## src/rtl/shift_sequencer_pkg.sv

```systemverilog
// Shared definitions for the shift sequencer.
//   state_t       - sequencer states (IDLE, LOAD, SHIFT, DONE)
//   DEFAULT_WIDTH - default width of the driven load/shift register
//   calc_cw()     - width of a count field able to hold 0..width
package shift_sequencer_pkg;

  typedef enum logic [1:0] {
    IDLE  = 2'd0,
    LOAD  = 2'd1,
    SHIFT = 2'd2,
    DONE  = 2'd3
  } state_t;

  localparam int DEFAULT_WIDTH = 8;

  // The count must be able to hold WIDTH itself, not just WIDTH-1.
  function automatic int calc_cw(input int width);
    return $clog2(width + 1);
  endfunction

endpackage

```

## src/rtl/shift_sequencer_counter.sv

```systemverilog
// Loadable down-counter for the remaining shift count.
// Ports:
//   clk        in   clock
//   reset      in   synchronous active-high reset (count -> 0)
//   load       in   load load_value (has priority over en)
//   load_value in   CW  value to load
//   en         in   decrement by one
//   count      out  CW  current count
//   zero       out  count == 0
//   is_one     out  count == 1
module shift_counter #(
  parameter int CW = 4
) (
  input  logic          clk,
  input  logic          reset,
  input  logic          load,
  input  logic [CW-1:0] load_value,
  input  logic          en,
  output logic [CW-1:0] count,
  output logic          zero,
  output logic          is_one
);

  logic [CW-1:0] count_reg;

  always_ff @(posedge clk) begin
    if (reset) begin
      count_reg <= '0;
    end else if (load) begin
      count_reg <= load_value;
    end else if (en) begin
      count_reg <= count_reg - CW'(1);
    end
  end

  assign count  = count_reg;
  assign zero   = (count_reg == '0);
  assign is_one = (count_reg == CW'(1));

endmodule

```

## src/rtl/shift_sequencer.sv

```systemverilog
// Control stage driving an external load/shift register: on a start request
// it issues one load cycle followed by exactly min(shamt, WIDTH) shift
// cycles (paused by hold) and then a one-cycle done pulse.
// Ports:
//   clk       in   clock
//   reset     in   synchronous active-high reset
//   start     in   request strobe, honoured only in IDLE
//   data_in   in   WIDTH value to load
//   shamt     in   CW    requested number of right shifts
//   arith     in   1 = arithmetic (MSB fill), 0 = logical
//   hold      in   pause shifting while high
//   load_val  out  WIDTH captured data_in for the register's parallel inputs
//   load_n    out  active-low load command
//   shift     out  shift-enable command
//   asr       out  captured arith (MSB-fill select)
//   busy      out  sequence in progress (LOAD .. DONE)
//   done      out  one-cycle completion pulse
// All outputs are registered.
module shift_sequencer
  import shift_sequencer_pkg::*;
#(
  parameter int WIDTH = DEFAULT_WIDTH,
  parameter int CW    = calc_cw(WIDTH)
) (
  input  logic             clk,
  input  logic             reset,
  input  logic             start,
  input  logic [WIDTH-1:0] data_in,
  input  logic [CW-1:0]    shamt,
  input  logic             arith,
  input  logic             hold,
  output logic [WIDTH-1:0] load_val,
  output logic             load_n,
  output logic             shift,
  output logic             asr,
  output logic             busy,
  output logic             done
);

  state_t state_reg, state_next;

  logic [WIDTH-1:0] load_val_reg;
  logic             load_n_reg;
  logic             shift_reg;
  logic             asr_reg;
  logic             busy_reg;
  logic             done_reg;

  logic          cnt_load;
  logic          cnt_en;
  logic [CW-1:0] cnt_value;
  logic          cnt_zero;
  logic          cnt_is_one;
  logic [CW-1:0] shamt_clamped;

  assign shamt_clamped = (shamt > CW'(WIDTH)) ? CW'(WIDTH) : shamt;

  shift_counter #(
    .CW(CW)
  ) u_counter (
    .clk        (clk),
    .reset      (reset),
    .load       (cnt_load),
    .load_value (shamt_clamped),
    .en         (cnt_en),
    .count      (cnt_value),
    .zero       (cnt_zero),
    .is_one     (cnt_is_one)
  );

  // Next-state logic. Because shift is registered, a cycle in SHIFT counts
  // as a real shift only when shift_reg is high; that is the cycle in which
  // the count is consumed.
  always_comb begin
    state_next = state_reg;
    cnt_load   = 1'b0;
    cnt_en     = 1'b0;
    case (state_reg)
      IDLE: begin
        if (start) begin
          state_next = LOAD;
          cnt_load   = 1'b1;
        end
      end
      LOAD: begin
        state_next = cnt_zero ? DONE : SHIFT;
      end
      SHIFT: begin
        if (shift_reg) begin
          cnt_en = 1'b1;
          if (cnt_is_one) begin
            state_next = DONE;
          end
        end
      end
      DONE: begin
        state_next = IDLE;
      end
      default: begin
        state_next = IDLE;
      end
    endcase
  end

  // Outputs are decoded from the next state so they line up with the state
  // they describe while staying fully registered. hold is sampled at the
  // edge, so it gates the following cycle's shift.
  always_ff @(posedge clk) begin
    if (reset) begin
      state_reg    <= IDLE;
      load_val_reg <= '0;
      asr_reg      <= 1'b0;
      load_n_reg   <= 1'b1;
      shift_reg    <= 1'b0;
      busy_reg     <= 1'b0;
      done_reg     <= 1'b0;
    end else begin
      state_reg <= state_next;
      if (cnt_load) begin
        load_val_reg <= data_in;
        asr_reg      <= arith;
      end
      load_n_reg <= (state_next != LOAD);
      shift_reg  <= (state_next == SHIFT) && !hold;
      busy_reg   <= (state_next != IDLE);
      done_reg   <= (state_next == DONE);
    end
  end

  assign load_val = load_val_reg;
  assign load_n   = load_n_reg;
  assign shift    = shift_reg;
  assign asr      = asr_reg;
  assign busy     = busy_reg;
  assign done     = done_reg;

endmodule

```

## config.mk

```make
export PLATFORM = sky130hd
export DESIGN_NAME = shift_sequencer
export DESIGN_NICKNAME = d
export VERILOG_FILES = /design/src/rtl/shift_sequencer_pkg.sv /design/src/rtl/shift_sequencer_counter.sv /design/src/rtl/shift_sequencer.sv
export SDC_FILE = /design/constraint.sdc
export NUM_CORES = 1
export LEC_CHECK = 0
export ABC_AREA = 1
export CAP_MARGIN = 5
export CORE_MARGIN = 5
export CORE_UTILIZATION = 35
export DETAILED_ROUTE_END_ITERATION = 6
export PLACE_DENSITY = 0.76
export SLEW_MARGIN = 20
export SYNTH_ARGS = -nofsm -noshare
export SYNTH_HDL_FRONTEND = slang
export SYNTH_SLANG_ARGS = --single-unit
```

## constraint.sdc

```tcl
create_clock -name clk -period 1.4 [get_ports clk]
set_clock_uncertainty 0.15 [all_clocks]
set_input_delay 0.35 -clock clk [delete_from_list [all_inputs] [get_ports clk]]
set_output_delay 0.35 -clock clk [all_outputs]
set_load 0.02 [all_outputs]
```

==> results.json <==
{
  "status": "complete, but fails checks",
  "violations": "setup timing",
  "ir_drop_uv": 1250,
  "leakagePower_nw": 0.622,
  "async_flop_share_pct": 0,
  "seqPwrFrac_pct": 32.3,
  "port_buffers": 29,
  "swShare_pct": 42.7,
  "setup_tns_ns": -0.0140,
  "p_int_mw": 1.46,
  "period_share_pct": 101,
  "synth_flop_cell": "dfxtp_1",
  "multi_input_area_um2": 455,
  "die_x_um": 60.2,
  "worst_pin_slew_ns": 0.217,
  "antenna_left": 0,
  "holdPathStages": 2,
  "crit_arrival_ns": 1.48,
  "r2r_slack_ns": -0.01,
  "firstDrtPassIters": 4,
  "synth.area.top_cells": "dfxtp_1 43%, nor2_1 10%, ha_1 9.9%, o21ai_0 7.4%, inv_1 6.8%",
  "die_h_um": 60.2,
  "seq_area_frac_synth_pct": 43.1,
  "cts_tree": "done",
  "holdPathEnd": "load_val[3]",
  "cts_root_buffer": "clkbuf_4",
  "cpMostUsedCell": "nand2_1",
  "syn_area_um2": 882,
  "clock.fmax_mhz": 707,
  "fp.dieArea_um2": 3620,
  "p_comb_share_pct": 56.6,
  "synth.most_common_cell": "nor2_1",
  "drt_iter0_drc": 19,
  "hold_class": "flip-flop to flip-flop",
  "synthTopCellsByCount": "24 x nor2_1, 19 x dfxtp_1, 16 x inv_1, 13 x o21ai_0, 10 x nand2_1",
  "setup_viol": 1,
  "path_max_fanout": 3,
  "grtUsageTotal_pct": 12.9,
  "synth_fp_nets": 140,
  "cts.sinks": 19,
  "vias": 878,
  "start_util_pct": 35.9,
  "synth_cells": 116,
  "hpwl_mm": 1.58,
  "grt-ovfl-total": 0,
  "r2r_start": "state_reg[0]",
  "yosysTopAreaCellShare_pct": 43.1,
  "wl_per_cell_um": 12.0,
  "r2r-end": "busy",
  "ys_warn_count": 0,
  "ff2ff_path_depth": 8,
  "largest_register_ffs": 8,
  "nFillCells": 237,
  "synth_edf_count": 0,
  "drc_errors": 0,
  "grt_pass1_wl_mm": 3.54,
  "pwr-share-clk_pct": 11.2,
  "crit_path_top_delay_cell": "dfxtp_2",
  "path_clk_slew_ns": 0.11,
  "seqCellArea_um2": 384,
  "total_power_mw": 2.55,
  "crit_type": "flip-flop to flip-flop",
  "drive_above_1_share_pct": 32.9,
  "cts_buffers": 3,
  "synth_area_leader_cell": "dfxtp_1",
  "crit_family": "flip-flops",
  "io_pins": 30,
  "diodes": 0,
  "endpoint_kind": "flip-flop",
  "p_sw_mw": 1.09,
  "clk_latency_ns": 0.31,
  "antenna_found_initial": 0,
  "cp_num_buf_inv": 2,
  "fin_crit_ns": 1.41,
  "drt-total-wl_mm": 2.26,
  "required_ns": 1.47,
  "max_slew_margin_pct": 85.5,
  "hold_viol_final": 0,
  "crit_path_start_kind": "flip-flop",
  "grt_max_degree": 15,
  "rows": 18,
  "hp-start": "load_val[3]",
  "cap_violations": 0,
  "p_per_area_nw_per_um2": 1970,
  "rsz0062_at_grt": "true",
  "synth-seq-cells": 19,
  "grt_pass1_vias": 930,
  "finalMaxSlewViolations": 0,
  "core_region_area_um2": 2450,
  "fin_ws_ns": -0.0140,
  "syn_to_final_growth_pct": 46.8,
  "slowest_delay_ns": 0.34,
  "place_congestion": 0.773,
  "htree_levels": 1,
  "via_per_inst": 4.67,
  "worstPathCellList": "buf_4, ha_1, nand2_1, inv_1, a21oi_2, nand2_2, nand3_2, nand2_1",
  "final_nets": 183,
  "cts_buffer_depth": 2,
  "synthDistinctLibCells": 21,
  "syn-mean-instance-area_um2": 7.60
}
## area by class of cell
cell class,count,area share (%)
Sequential cell,19,29.7
Timing Repair Buffer,41,24.5
Clock inverter,1,0.386
Clock buffer,3,1.74
Inverter,18,5.60
Multi-Input combinational cell,76,35.2
Tap cell,30,2.90
## power groups by stage
stage          clock [mW]  sequential, mW  combinational [mW]
3_5_place_dp            0           0.817                1.31
2_1_floorplan           0           0.964               0.632
5_1_grt             0.314           0.846                1.58
4_1_cts             0.295           0.812                1.31
3_3_place_gp            0           0.809                1.27
6_report            0.285           0.824                1.44
## timing repair
action	in CTS	in global routing
gates resized for setup	60	17
pin swaps	3	5
buffers inserted	1	2
endpoints found under the hold margin	0	0
setup endpoints to repair	21	12
hold buffers	0	0
## layout by cell type, fill, tap and decap left out
cell type	synthesis	routed
nand2_1	10	8
clkbuf_4	0	3
inv_2	1	4
ha_4	0	1
nand2_2	2	2
or2_1	0	1
clkdlybuf4s50_1	0	16
a31oi_1	1	1
nor2_1	24	23
o22ai_2	0	1
ha_1	7	4
inv_1	16	12
o21ai_1	0	4
nor3_1	1	1
o21ai_0	13	9
nand4_1	2	2
dfxtp_2	0	3
nor2_2	2	3
dfxtp_1	19	16
inv_4	1	2
a21oi_1	4	2
nand3_1	7	7
nand2_4	0	2
buf_4	0	13
clkinv_2	0	1
buf_2	1	12
nand3_2	1	1
a21oi_2	0	2
ha_2	0	2
## stage by stage
stage	cell area [µm²]	hold slack, ns	worst slack (ns)	cells	utilization [%]
after floorplan	882	0.269	0.0274	116	-
after global placement	1250	0.311	-0.242	181	51.0
after detailed placement	1250	0.321	-0.304	181	51.0
after CTS	1250	0.343	0.00237	186	50.8
after global routing	1290	0.360	-0.0795	188	52.8
final	1290	0.340	-0.0140	188	52.8
## worst reg2reg max path, cell delays in order (launching register included)
cell     delay, ns
dfxtp_2       0.34
buf_4         0.13
ha_1          0.18
nand2_1       0.06
inv_1         0.04
a21oi_2       0.16
nand2_2       0.10
nand3_2       0.10
nand2_1       0.06
## kinds of logic after synthesis
family | Yosys count | synth area share [%]
and+or+nand+nor | 50 | 25.1
adders and majority gates | 7 | 9.93
buffers and inverters | 21 | 10.8
DFF | 19 | 43.1
AOI/OAI and AO/OA | 19 | 11.1
## metal layers
| metal | track usage (%) | routed length (µm) | vias up |
|---|---|---|---|
| met4 | 6.96 | 70 | 0 |
| met2 | 24.8 | 1170 | 29 |
| met5 | 0 | 0 | - |
| li1 | - | - | 448 |
| met1 | 11.8 | 827 | 391 |
| met3 | 3.67 | 186 | 10 |
## how the worst max path moves through the flow
stage | startpoint | to | slack (ns) | depth (start not counted)
floorplan | state_reg[0] | u_counter.count[1] | 0.03 | 7
detailed placement | start | u_counter.count[0] | -0.30 | 6
global route | u_counter.count[0] | busy | -0.08 | 10
global placement | start | u_counter.count[0] | -0.24 | 6
finish | state_reg[0] | busy | -0.01 | 8
CTS | load_n | load_n | 0.002 | 1
(Power assumes the default switching activity.)
